===== src/rtl/lif_layer_if.sv =====
// lif_layer_if: step/current/select/clear inputs and spike/state/count outputs of a LIF layer
// Ports (via modports):
//   master drives step, current, sel, clr_cnt and receives spike, state_out, spike_cnt
//   slave receives step, current, sel, clr_cnt and drives spike, state_out, spike_cnt
interface lif_layer_if #(
  parameter int N_NEURONS = 4,
  parameter int WIDTH     = 8,
  parameter int CNT_W     = 16
);
  localparam int SEL_W = N_NEURONS > 1 ? $clog2(N_NEURONS) : 1;
  logic                        step;
  logic [N_NEURONS*WIDTH-1:0]  current;
  logic [SEL_W-1:0]            sel;
  logic                        clr_cnt;
  logic [N_NEURONS-1:0]        spike;
  logic [WIDTH-1:0]            state_out;
  logic [CNT_W-1:0]            spike_cnt;
  modport master (output step, current, sel, clr_cnt, input spike, state_out, spike_cnt);
  modport slave  (input step, current, sel, clr_cnt, output spike, state_out, spike_cnt);
endinterface


===== src/rtl/lif_layer.sv =====
// lif_layer: layer of independent leaky integrate-and-fire neurons with refractory period and spike counter
// Ports:
//   clk  - rising-edge clock
//   rst  - asynchronous active-high reset
//   bus  - slave side of lif_layer_if: step strobe, per-neuron currents, state select,
//          counter clear in; registered spike pulses, selected membrane state, spike count out
module lif_layer #(
  parameter int N_NEURONS  = 4,
  parameter int WIDTH      = 8,
  parameter int LEAK_SHIFT = 1,
  parameter int THRESHOLD  = 200,
  parameter int REFRAC     = 2,
  parameter int RESET_MODE = 1,
  parameter int CNT_W      = 16
) (
  input logic        clk,
  input logic        rst,
  lif_layer_if.slave bus
);
  localparam int RW = REFRAC > 0 ? $clog2(REFRAC + 1) : 1;
  logic [WIDTH-1:0]     r_state [N_NEURONS];
  logic [RW-1:0]        r_ref   [N_NEURONS];
  logic [N_NEURONS-1:0] r_spike;
  logic [CNT_W-1:0]     r_cnt;
  logic [WIDTH-1:0]     w_decay     [N_NEURONS];
  logic [WIDTH:0]       w_sum       [N_NEURONS];
  logic [WIDTH-1:0]     w_sat       [N_NEURONS];
  logic [WIDTH-1:0]     w_state_nxt [N_NEURONS];
  logic [RW-1:0]        w_ref_nxt   [N_NEURONS];
  logic [N_NEURONS-1:0] w_spike_nxt;
  logic [CNT_W-1:0]     w_pop;
  always_comb begin
    w_spike_nxt = '0;
    w_pop = '0;
    for (int i = 0; i < N_NEURONS; i++) begin
      w_decay[i] = r_state[i] - (r_state[i] >> LEAK_SHIFT);
      // one extra bit so the sum can be clamped instead of wrapping
      w_sum[i] = {1'b0, w_decay[i]} + {1'b0, bus.current[i*WIDTH +: WIDTH]};
      w_sat[i] = w_sum[i][WIDTH] ? '1 : w_sum[i][WIDTH-1:0];
      w_spike_nxt[i] = bus.step && r_ref[i] == '0 && w_sat[i] >= WIDTH'(THRESHOLD);
      w_state_nxt[i] = !bus.step ? r_state[i] :
                       r_ref[i] != '0 ? w_decay[i] :
                       w_spike_nxt[i] ? (RESET_MODE != 0 ? w_sat[i] - WIDTH'(THRESHOLD) : '0) :
                       w_sat[i];
      w_ref_nxt[i] = !bus.step ? r_ref[i] :
                     r_ref[i] != '0 ? r_ref[i] - 1'b1 :
                     w_spike_nxt[i] ? RW'(REFRAC) : '0;
      w_pop = w_pop + CNT_W'(w_spike_nxt[i]);
    end
  end
  always_ff @(posedge clk or posedge rst) begin
    if (rst) begin
      for (int i = 0; i < N_NEURONS; i++) begin
        r_state[i] <= '0;
        r_ref[i]   <= '0;
      end
      r_spike <= '0;
      r_cnt   <= '0;
    end else begin
      for (int i = 0; i < N_NEURONS; i++) begin
        r_state[i] <= w_state_nxt[i];
        r_ref[i]   <= w_ref_nxt[i];
      end
      r_spike <= w_spike_nxt;
      // clear wins: spikes on the clearing edge are dropped from the count
      r_cnt   <= bus.clr_cnt ? '0 : r_cnt + w_pop;
    end
  end
  assign bus.spike     = r_spike;
  assign bus.spike_cnt = r_cnt;
  assign bus.state_out = 32'(bus.sel) < N_NEURONS ? r_state[bus.sel] : '0;
endmodule


===== src/flat_wrapper.sv =====
// flat-port wrapper written by rule: the top's interface ports become plain ports
module lif_layer_flat 
#(
  parameter int N_NEURONS  = 4,
  parameter int WIDTH      = 8,
  parameter int LEAK_SHIFT = 1,
  parameter int THRESHOLD  = 200,
  parameter int REFRAC     = 2,
  parameter int RESET_MODE = 1,
  parameter int CNT_W      = 16
)
  (clk, rst, bus_step, bus_current, bus_sel, bus_clr_cnt, bus_spike, bus_state_out, bus_spike_cnt);
  lif_layer_if #(.N_NEURONS(N_NEURONS), .WIDTH(WIDTH), .CNT_W(CNT_W)) bus_i ();
  input logic clk;
  input logic rst;
  input wire logic [$bits(bus_i.step)-1:0] bus_step;
  input wire logic [$bits(bus_i.current)-1:0] bus_current;
  input wire logic [$bits(bus_i.sel)-1:0] bus_sel;
  input wire logic [$bits(bus_i.clr_cnt)-1:0] bus_clr_cnt;
  output wire logic [$bits(bus_i.spike)-1:0] bus_spike;
  output wire logic [$bits(bus_i.state_out)-1:0] bus_state_out;
  output wire logic [$bits(bus_i.spike_cnt)-1:0] bus_spike_cnt;
  assign bus_i.step = bus_step;
  assign bus_i.current = bus_current;
  assign bus_i.sel = bus_sel;
  assign bus_i.clr_cnt = bus_clr_cnt;
  assign bus_spike = bus_i.spike;
  assign bus_state_out = bus_i.state_out;
  assign bus_spike_cnt = bus_i.spike_cnt;
  lif_layer #(.N_NEURONS(N_NEURONS), .WIDTH(WIDTH), .LEAK_SHIFT(LEAK_SHIFT), .THRESHOLD(THRESHOLD), .REFRAC(REFRAC), .RESET_MODE(RESET_MODE), .CNT_W(CNT_W)) u_core (.clk(clk), .rst(rst), .bus(bus_i));
endmodule

===== config.mk =====
export PLATFORM = sky130hd
export DESIGN_NAME = lif_layer_flat
export DESIGN_NICKNAME = d
export VERILOG_FILES = /design/src/rtl/lif_layer_if.sv /design/src/rtl/lif_layer.sv /design/src/flat_wrapper.sv
export SDC_FILE = /design/constraint.sdc
export NUM_CORES = 1
export LEC_CHECK = 0
export ABC_CLOCK_PERIOD_IN_PS = 7920
export CAP_MARGIN = 5
export CORE_ASPECT_RATIO = 0.6
export CORE_MARGIN = 4
export CORE_UTILIZATION = 40
export DETAILED_ROUTE_END_ITERATION = 8
export GPL_ROUTABILITY_DRIVEN = 0
export SYNTH_ARGS = -nofsm -noshare
export SYNTH_HDL_FRONTEND = slang
export SYNTH_SLANG_ARGS = --single-unit

===== constraint.sdc =====
create_clock -name clk -period 7.92 [get_ports clk]
set_input_delay 1.584 -clock clk [delete_from_list [all_inputs] [get_ports clk]]
set_output_delay 1.584 -clock clk [all_outputs]
set_load 0.05 [all_outputs]

# Word level (Yosys, flattened, before mapping)
# Index checks and enable logic that the tools add are counted.
dict set report totals {
  reg_bits 60
  latchBits 0
  ram_bits 0
  rom_bits 0
  input_bits 38
  output_inout_bits 28
  wordCells 76
  mem_count 0
}
dict set report op_classes {
  addsub 20
  mul 0
  n_div 0
  magnitude_cmp 5
  n_eq_ne 0
  shift 0
  mux 24
  bitwise_logic 1
  n_reduce_logical 16
}
# operator n
set op_table {}
lappend op_table {{$mux W8} 14}
lappend op_table {{$add A8 B8 Y9} 4}
lappend op_table {{$add A16 B1 Y16} 2}
lappend op_table {{$ge A8 B8 Y1 const B} 4}
lappend op_table {{$sub A8 B7 Y8} 4}
lappend op_table {{$sub A8 B8 Y8 const B} 4}
lappend op_table {{$add A16 B16 Y16} 1}
lappend op_table {{$bmux W8 S2} 1}
lappend op_table {{$mux W16} 1}
lappend op_table {{$mux W2} 8}
lappend op_table {{$logic_and A1 B1 Y1} 8}
lappend op_table {{$logic_not A2 Y1} 4}
lappend op_table {{$reduce_bool A2 Y1} 4}
lappend op_table {{$sub A2 B1 Y2 const B} 4}
lappend op_table {{$ge A3 B3 Y1 const B} 1}
lappend op_table {{$not A2 Y3} 1}
lappend op_table {{$add A1 B1 Y2} 1}

# Longest topological paths before layout
dict set report logic_depth {
  depth_word 10
  mapped_depth 28
  mapped_depth_nobuf 28
}

# Worst setup path after synthesis
# Ideal clock, no wire load.
dict set report synth_timing {
  path_kind {input to register}
  start {in bus_current[0]}
  end {reg u_core.r_cnt[14], in the netlist u_core.bus.spike_cnt[14]}
  setup_time_ns 0.132
  arrival_ns 5.440
  required_ns 7.788
  slack_ns 2.349
  path_stages 21
  path_buffers 0
  cell_sequence {ha_1 fa_1 a21o_1 a21oi_1 xnor2_1 or2_2 o21a_1 o21ai_0 nor2_1 ha_1 inv_1 fa_1 inv_1 ha_1 fa_1 a21o_1 nand2_1 nor2_1 nand4_1 xor2_1 nor2_1}
}
dict set report synth_between {
  elab_chain_cells 9
}
# element line_no
set synth_lines {}
lappend synth_lines {{start: declaration} flat_wrapper.sv:17} ;# input wire logic [$bits(bus_i.current)-1:0] bus_current;
lappend synth_lines {{$add A8 B8 Y9} lif_layer.sv:38} ;# w_sum[i] = {1'b0, w_decay[i]} + {1'b0, bus.current[i*WIDTH +: WIDTH]};
lappend synth_lines {{$mux W8} lif_layer.sv:39} ;# w_sat[i] = w_sum[i][WIDTH] ? '1 : w_sum[i][WIDTH-1:0];
lappend synth_lines {{$ge A8 B8 Y1} lif_layer.sv:40} ;# w_spike_nxt[i] = bus.step && r_ref[i] == '0 && w_sat[i] >= WIDTH'(THRESHOLD);
lappend synth_lines {{$logic_and A1 B1 Y1} lif_layer.sv:40}
lappend synth_lines {{named net u_core.w_spike_nxt[0]} lif_layer.sv:30} ;# logic [N_NEURONS-1:0] w_spike_nxt;
lappend synth_lines {{$add A1 B1 Y2} lif_layer.sv:48} ;# w_pop = w_pop + CNT_W'(w_spike_nxt[i]);
lappend synth_lines {{$add A16 B1 Y16 (2 in series)} lif_layer.sv:48}
lappend synth_lines {{$add A16 B16 Y16} lif_layer.sv:66} ;# r_cnt <= bus.clr_cnt ? '0 : r_cnt + w_pop;
lappend synth_lines {{$mux W16} lif_layer.sv:66}
lappend synth_lines {{end signal: assignment} lif_layer.sv:66}
lappend synth_lines {{end: declaration} lif_layer.sv:24} ;# logic [CNT_W-1:0] r_cnt;
# The timed path passes the listed nets, and every way through them passes these cells.
# A chain may end at the register's enable or synchronous reset.

# Final worst setup path
dict set report layout_timing {
  start {reg u_core.r_state[17] (netlist name)}
  end {reg u_core.r_cnt[14], in the netlist u_core.bus.spike_cnt[14]}
}
dict set report layout_between {
  elab_chain_cells 10
}
# element line_no
set layout_lines {}
lappend layout_lines {{start: declaration} lif_layer.sv:21} ;# logic [WIDTH-1:0] r_state [N_NEURONS];
lappend layout_lines {{start signal: indexed assignment} lif_layer.sv:61} ;# r_state[i] <= w_state_nxt[i];
lappend layout_lines {{$sub A8 B7 Y8} lif_layer.sv:36} ;# w_decay[i] = r_state[i] - (r_state[i] >> LEAK_SHIFT);
lappend layout_lines {{$add A8 B8 Y9} lif_layer.sv:38}
lappend layout_lines {{$mux W8} lif_layer.sv:39}
lappend layout_lines {{$ge A8 B8 Y1} lif_layer.sv:40}
lappend layout_lines {{$logic_and A1 B1 Y1} lif_layer.sv:40}
lappend layout_lines {{named net u_core.w_spike_nxt[1]} lif_layer.sv:30}
lappend layout_lines {{$add A1 B1 Y2} lif_layer.sv:48}
lappend layout_lines {{$add A16 B1 Y16 (2 in series)} lif_layer.sv:48}
lappend layout_lines {{$add A16 B16 Y16} lif_layer.sv:66}
lappend layout_lines {{$mux W16} lif_layer.sv:66}
# The timed path passes the listed nets, and every way through them passes these cells.

==> flow_summary.html <==
<table>
<tr><th>Metric</th><th>Value</th></tr>
<tr><th colspan="2">Floorplanning</th></tr>
<tr><td>FP Rows</td><td>34</td></tr>
<tr><td>Die Wd</td><td>168 um</td></tr>
<tr><td>Effective utilization at floorplan</td><td>41.6%</td></tr>
<tr><td>Die area</td><td>17400 sq um</td></tr>
<tr><td>Die extent in y</td><td>104 um</td></tr>
<tr><td>Standard cell core area</td><td>14700 sq um</td></tr>
<tr><td>I/O pin cnt</td><td>66</td></tr>
<tr><th colspan="2">GRT</th></tr>
<tr><td>First-pass GRT wire length</td><td>28.1 mm</td></tr>
<tr><td>Largest net degree at the start of global routing</td><td>about 60</td></tr>
<tr><td>Overall Global Routing Usage</td><td>19.5%</td></tr>
<tr><td>Number of antenna violations at the first check in global routing</td><td>0</td></tr>
<tr><td>Number of global-route vias before repair</td><td>5400</td></tr>
<tr><td>Final global-route overflow total</td><td>0</td></tr>
<tr><th colspan="2">Worst setup path</th></tr>
<tr><td>Register-to-Register Setup Slack</td><td>1.52 ns</td></tr>
<tr><td>Startpoint of the most critical register-to-register path</td><td>u_core.r_state[17]</td></tr>
<tr><td>Category of the critical setup timing path</td><td>flip-flop to flip-flop</td></tr>
<tr><td>Depth of the worst register-to-register path</td><td>27</td></tr>
<tr><td>Cell repeated most along the worst path</td><td>ha_1</td></tr>
<tr><td>Kind of start point of the critical path</td><td>flip-flop</td></tr>
<tr><td>Reg2reg end</td><td>u_core.bus.spike_cnt[14]</td></tr>
<tr><td>Type of element capturing the critical path</td><td>flip-flop</td></tr>
<tr><td>Buffer and inverter count on the worst path</td><td>3</td></tr>
<tr><td>Cell with the biggest individual delay on the critical path</td><td>a211oi_1</td></tr>
<tr><td>Data arrival time of the critical path</td><td>6.60 ns</td></tr>
<tr><td>Top cell family by delay on the critical path</td><td>adder cells</td></tr>
<tr><td>Max FO, Critical Path</td><td>5</td></tr>
<tr><td>CP required</td><td>8.11 ns</td></tr>
<tr><td>Largest stage delay on the critical path</td><td>0.54 ns</td></tr>
<tr><th colspan="2">Final layout</th></tr>
<tr><td>Footprint of the multi-input gates</td><td>4330 sq um</td></tr>
<tr><td>Number of cells in the finished layout apart from fillers</td><td>990</td></tr>
<tr><td>Number of filler instances in the final layout</td><td>1409</td></tr>
<tr><td>Layout cells sized above 1</td><td>~5.3%</td></tr>
<tr><td>Number of antenna diodes</td><td>0</td></tr>
<tr><td>Seq. cell area</td><td>1500 sq um</td></tr>
<tr><td>Post-layout net count</td><td>about 900</td></tr>
<tr><td>Area growth, synth to finish</td><td>17.9%</td></tr>
<tr><th colspan="2">Synth</th></tr>
<tr><td>Synthesized area per cell</td><td>8.37 sq um</td></tr>
<tr><td>Main synth FF type</td><td>dfrtp_1</td></tr>
<tr><td>Yosys warnings</td><td>0</td></tr>
<tr><td>Post-synthesis net count</td><td>848</td></tr>
<tr><td>Netlist area before placement</td><td>6120 sq um</td></tr>
<tr><td>Number of distinct library cells after synthesis</td><td>69</td></tr>
<tr><td>Number of flip-flops and latches in the synthesized netlist</td><td>60</td></tr>
<tr><td>Yosys top cell area share</td><td>between 20 and 25%</td></tr>
<tr><td>Cell type with the highest aggregate area in the netlist</td><td>dfrtp_1</td></tr>
<tr><td>Gate count after technology mapping</td><td>731</td></tr>
<tr><td>Most area-consuming cells after synthesis</td><td>dfrtp_1 25%, ha_1 14%, a21oi_1 4.3%</td></tr>
<tr><td>Sequential-to-total area share from yosys stat</td><td>24.5%</td></tr>
<tr><td>Proportion of synthesized flip-flops having asynchronous set or reset</td><td>100%</td></tr>
<tr><td>Number of flops mapped to enable cells by yosys</td><td>0</td></tr>
<tr><th colspan="2">Detailed routing</th></tr>
<tr><td>Post-DR wirelength/cell</td><td>17.1 um</td></tr>
<tr><td>Total vias in the final route</td><td>around 5700</td></tr>
<tr><td>Detailed-routing iteration count for the pre-antenna-repair pass</td><td>5</td></tr>
<tr><td>Remaining antenna violation count</td><td>0</td></tr>
<tr><td>DRC violations left</td><td>0</td></tr>
<tr><td>Routed WL</td><td>16.9 mm</td></tr>
<tr><td>Iter 0 DRT Violations</td><td>503</td></tr>
<tr><td>Routed via count divided by cell count</td><td>5.71</td></tr>
<tr><th colspan="2">Timing</th></tr>
<tr><td>Worst-case setup margin in the final layout</td><td>approximately 1.5 ns</td></tr>
<tr><td>Setup repair after global routing missed its margin</td><td>no</td></tr>
<tr><td>Rel. slew slack</td><td>a little over 30%</td></tr>
<tr><td>Final cycle utilization of the critical path</td><td>80.8%</td></tr>
<tr><td>Worst Tran Pin Value</td><td>1.03 ns</td></tr>
<tr><td>Final hold violations</td><td>0</td></tr>
<tr><td>Setup total negative slack</td><td>0 ns</td></tr>
<tr><td>Setup clock skew after layout</td><td>0.0119 ns</td></tr>
<tr><td>Highest achievable clock rate</td><td>156 MHz</td></tr>
<tr><td>Post-layout minimum cycle time</td><td>6.40 ns</td></tr>
<tr><td>Number of max-slew violations in the final report</td><td>0</td></tr>
<tr><td>Final count of negative-setup-slack endpoints</td><td>0</td></tr>
<tr><th colspan="2">Placed design</th></tr>
<tr><td>Minimum setup slack after placement</td><td>1.25 ns</td></tr>
<tr><td>Inst Count DP</td><td>about 1000</td></tr>
<tr><td>Port Buffer Count</td><td>65</td></tr>
<tr><td>HPWL reported at the end of detailed placement</td><td>13.4 mm</td></tr>
<tr><th colspan="2">Clock network</th></tr>
<tr><td>Number of buffers added by the clock tree synthesis step</td><td>9</td></tr>
<tr><td>CTS resizes</td><td>0</td></tr>
<tr><td>Number of H-tree branching levels</td><td>3</td></tr>
<tr><td>Buffers inserted during post-CTS setup optimization</td><td>0</td></tr>
<tr><td>TritonCTS clock tree</td><td>built</td></tr>
<tr><td>Buffer type at the clock tree root</td><td>clkbuf_16</td></tr>
<tr><td>Post-cts hold buffer count</td><td>0</td></tr>
<tr><td>Maximum buffer depth of the clock tree</td><td>2</td></tr>
<tr><td>Clock transition at the registers of the reported paths</td><td>0.06 ns</td></tr>
<tr><td>Number of sinks on the clock net</td><td>60</td></tr>
<tr><td>Clk Latency, worst-skew pair</td><td>0.33 ns</td></tr>
<tr><th colspan="2">Status</th></tr>
<tr><td>Outcome</td><td>finished, final reports clean</td></tr>
<tr><th colspan="2">Hold path</th></tr>
<tr><td>Hold worst-path end</td><td>u_core.r_ref[2]</td></tr>
<tr><td>Number of cells traversed by the worst hold path</td><td>1</td></tr>
<tr><td>Start point of the worst min-delay path</td><td>u_core.r_ref[2]</td></tr>
<tr><td>Worst hold path class</td><td>flip-flop to flip-flop</td></tr>
<tr><th colspan="2">Run</th></tr>
<tr><td>Max_cap viols</td><td>0</td></tr>
</table>
cells in the mapped netlist, drive strengths merged (5+ instances only):
| cell | count |
|---|---|
| a211oi | 12 |
| o31ai | 6 |
| nand3b | 5 |
| fa | 10 |
| or3 | 6 |
| nand4 | 6 |
| nor2b | 12 |
| dfrtp | 60 |
| mux4 | 8 |
| inv | 53 |
| nand2b | 10 |
| o21a | 8 |
| buf | 5 |
| o21ai | 49 |
| clkbuf | 17 |
| ha | 69 |
| nor3 | 19 |
| o21bai | 6 |
| o221ai | 10 |
| a21oi | 52 |
| and2 | 7 |
| xnor2 | 27 |
| nor4 | 6 |
| nand2 | 57 |
| nor2 | 64 |
| or2 | 8 |
| a31oi | 13 |
| xor2 | 22 |
| nand3 | 20 |
| mux2i | 6 |
| o211ai | 9 |
| a21o | 13 |
cell type report:
class / instances / share of cell area [%]
tap: 198 / 3.43
clock inverter: 7 / 0.780
clock buffer: 9 / 3.12
sequential: 60 / 20.8
multi-input combinational: 596 / 60.0
inverter: 53 / 2.76
timing repair buffer: 67 / 9.15
metal layers:
| metal | vias up | share of wire (%) | global-route usage, % |
|---|---|---|---|
| met2 | 166 | 41 | 27.6 |
| li1 | 2806 | - | - |
| met5 | - | 0 | 0 |
| met1 | 2670 | 52 | 31.0 |
| met4 | 0 | 0.59 | 3.01 |
| met3 | 8 | 5.9 | 3.81 |
stage by stage:
step           area (sq um)  utilization (%)  hold slack (ns)
6_report               7220             49.0            0.507
5_1_grt                7220             49.0            0.544
4_1_cts                7220             49.0            0.514
3_5_place_dp           6940             47.1            0.507
3_3_place_gp           6940             47.1            0.495
2_1_floorplan          6120                -            0.480
registers in the layout (all words and copies together) (netlist names):
name	flops
u_core.bus.spike_cnt	16
u_core.r_state	32
u_core.r_ref	8
u_core.bus.spike	4
cell usage in the layout (no fill, tap or decap), drive strengths merged, types with 19 or more instances in the layout:
cell type       n
nor2           64
ha             69
o21ai          49
nor3           19
xor2           22
a21oi          52
dfrtp          60
nand3          20
clkdlybuf4s50  64
nand2          57
xnor2          27
inv            56
cells by family (layout without fill, tap and decap cells):
logic type / Yosys count / count (layout) / synth area share [%]
multiplexers: 14 / 14 / 3.92
adder cells (fa/ha/maj): 79 / 79 / 17.4
AO/OA/AOI/OAI: 215 / 215 / 23.0
XOR/XNOR: 49 / 49 / 7.01
AND/OR/NAND/NOR: 239 / 239 / 19.4
buffers and inverters: 75 / 136 / 4.78
flip-flops: 60 / 60 / 24.5
how the worst max path moves through the flow:
stage | from | to | slack (ns) | cells after the start
CTS | u_core.r_state[17] | u_core.bus.spike_cnt[14] | 1.54 | 27
floorplan | bus_current[0] | u_core.bus.spike_cnt[14] | 2.35 | 21
detailed placement | bus_current[0] | u_core.bus.spike_cnt[15] | 1.25 | 20
global placement | bus_current[0] | u_core.bus.spike_cnt[14] | 1.44 | 21
global route | u_core.r_state[17] | u_core.bus.spike_cnt[15] | 0.96 | 26
finish | u_core.r_state[17] | u_core.bus.spike_cnt[14] | 1.52 | 27
Power is left out: the tool's default activity adds up to more than one toggle a clock period on the data nets, which glitch-free logic cannot reach.
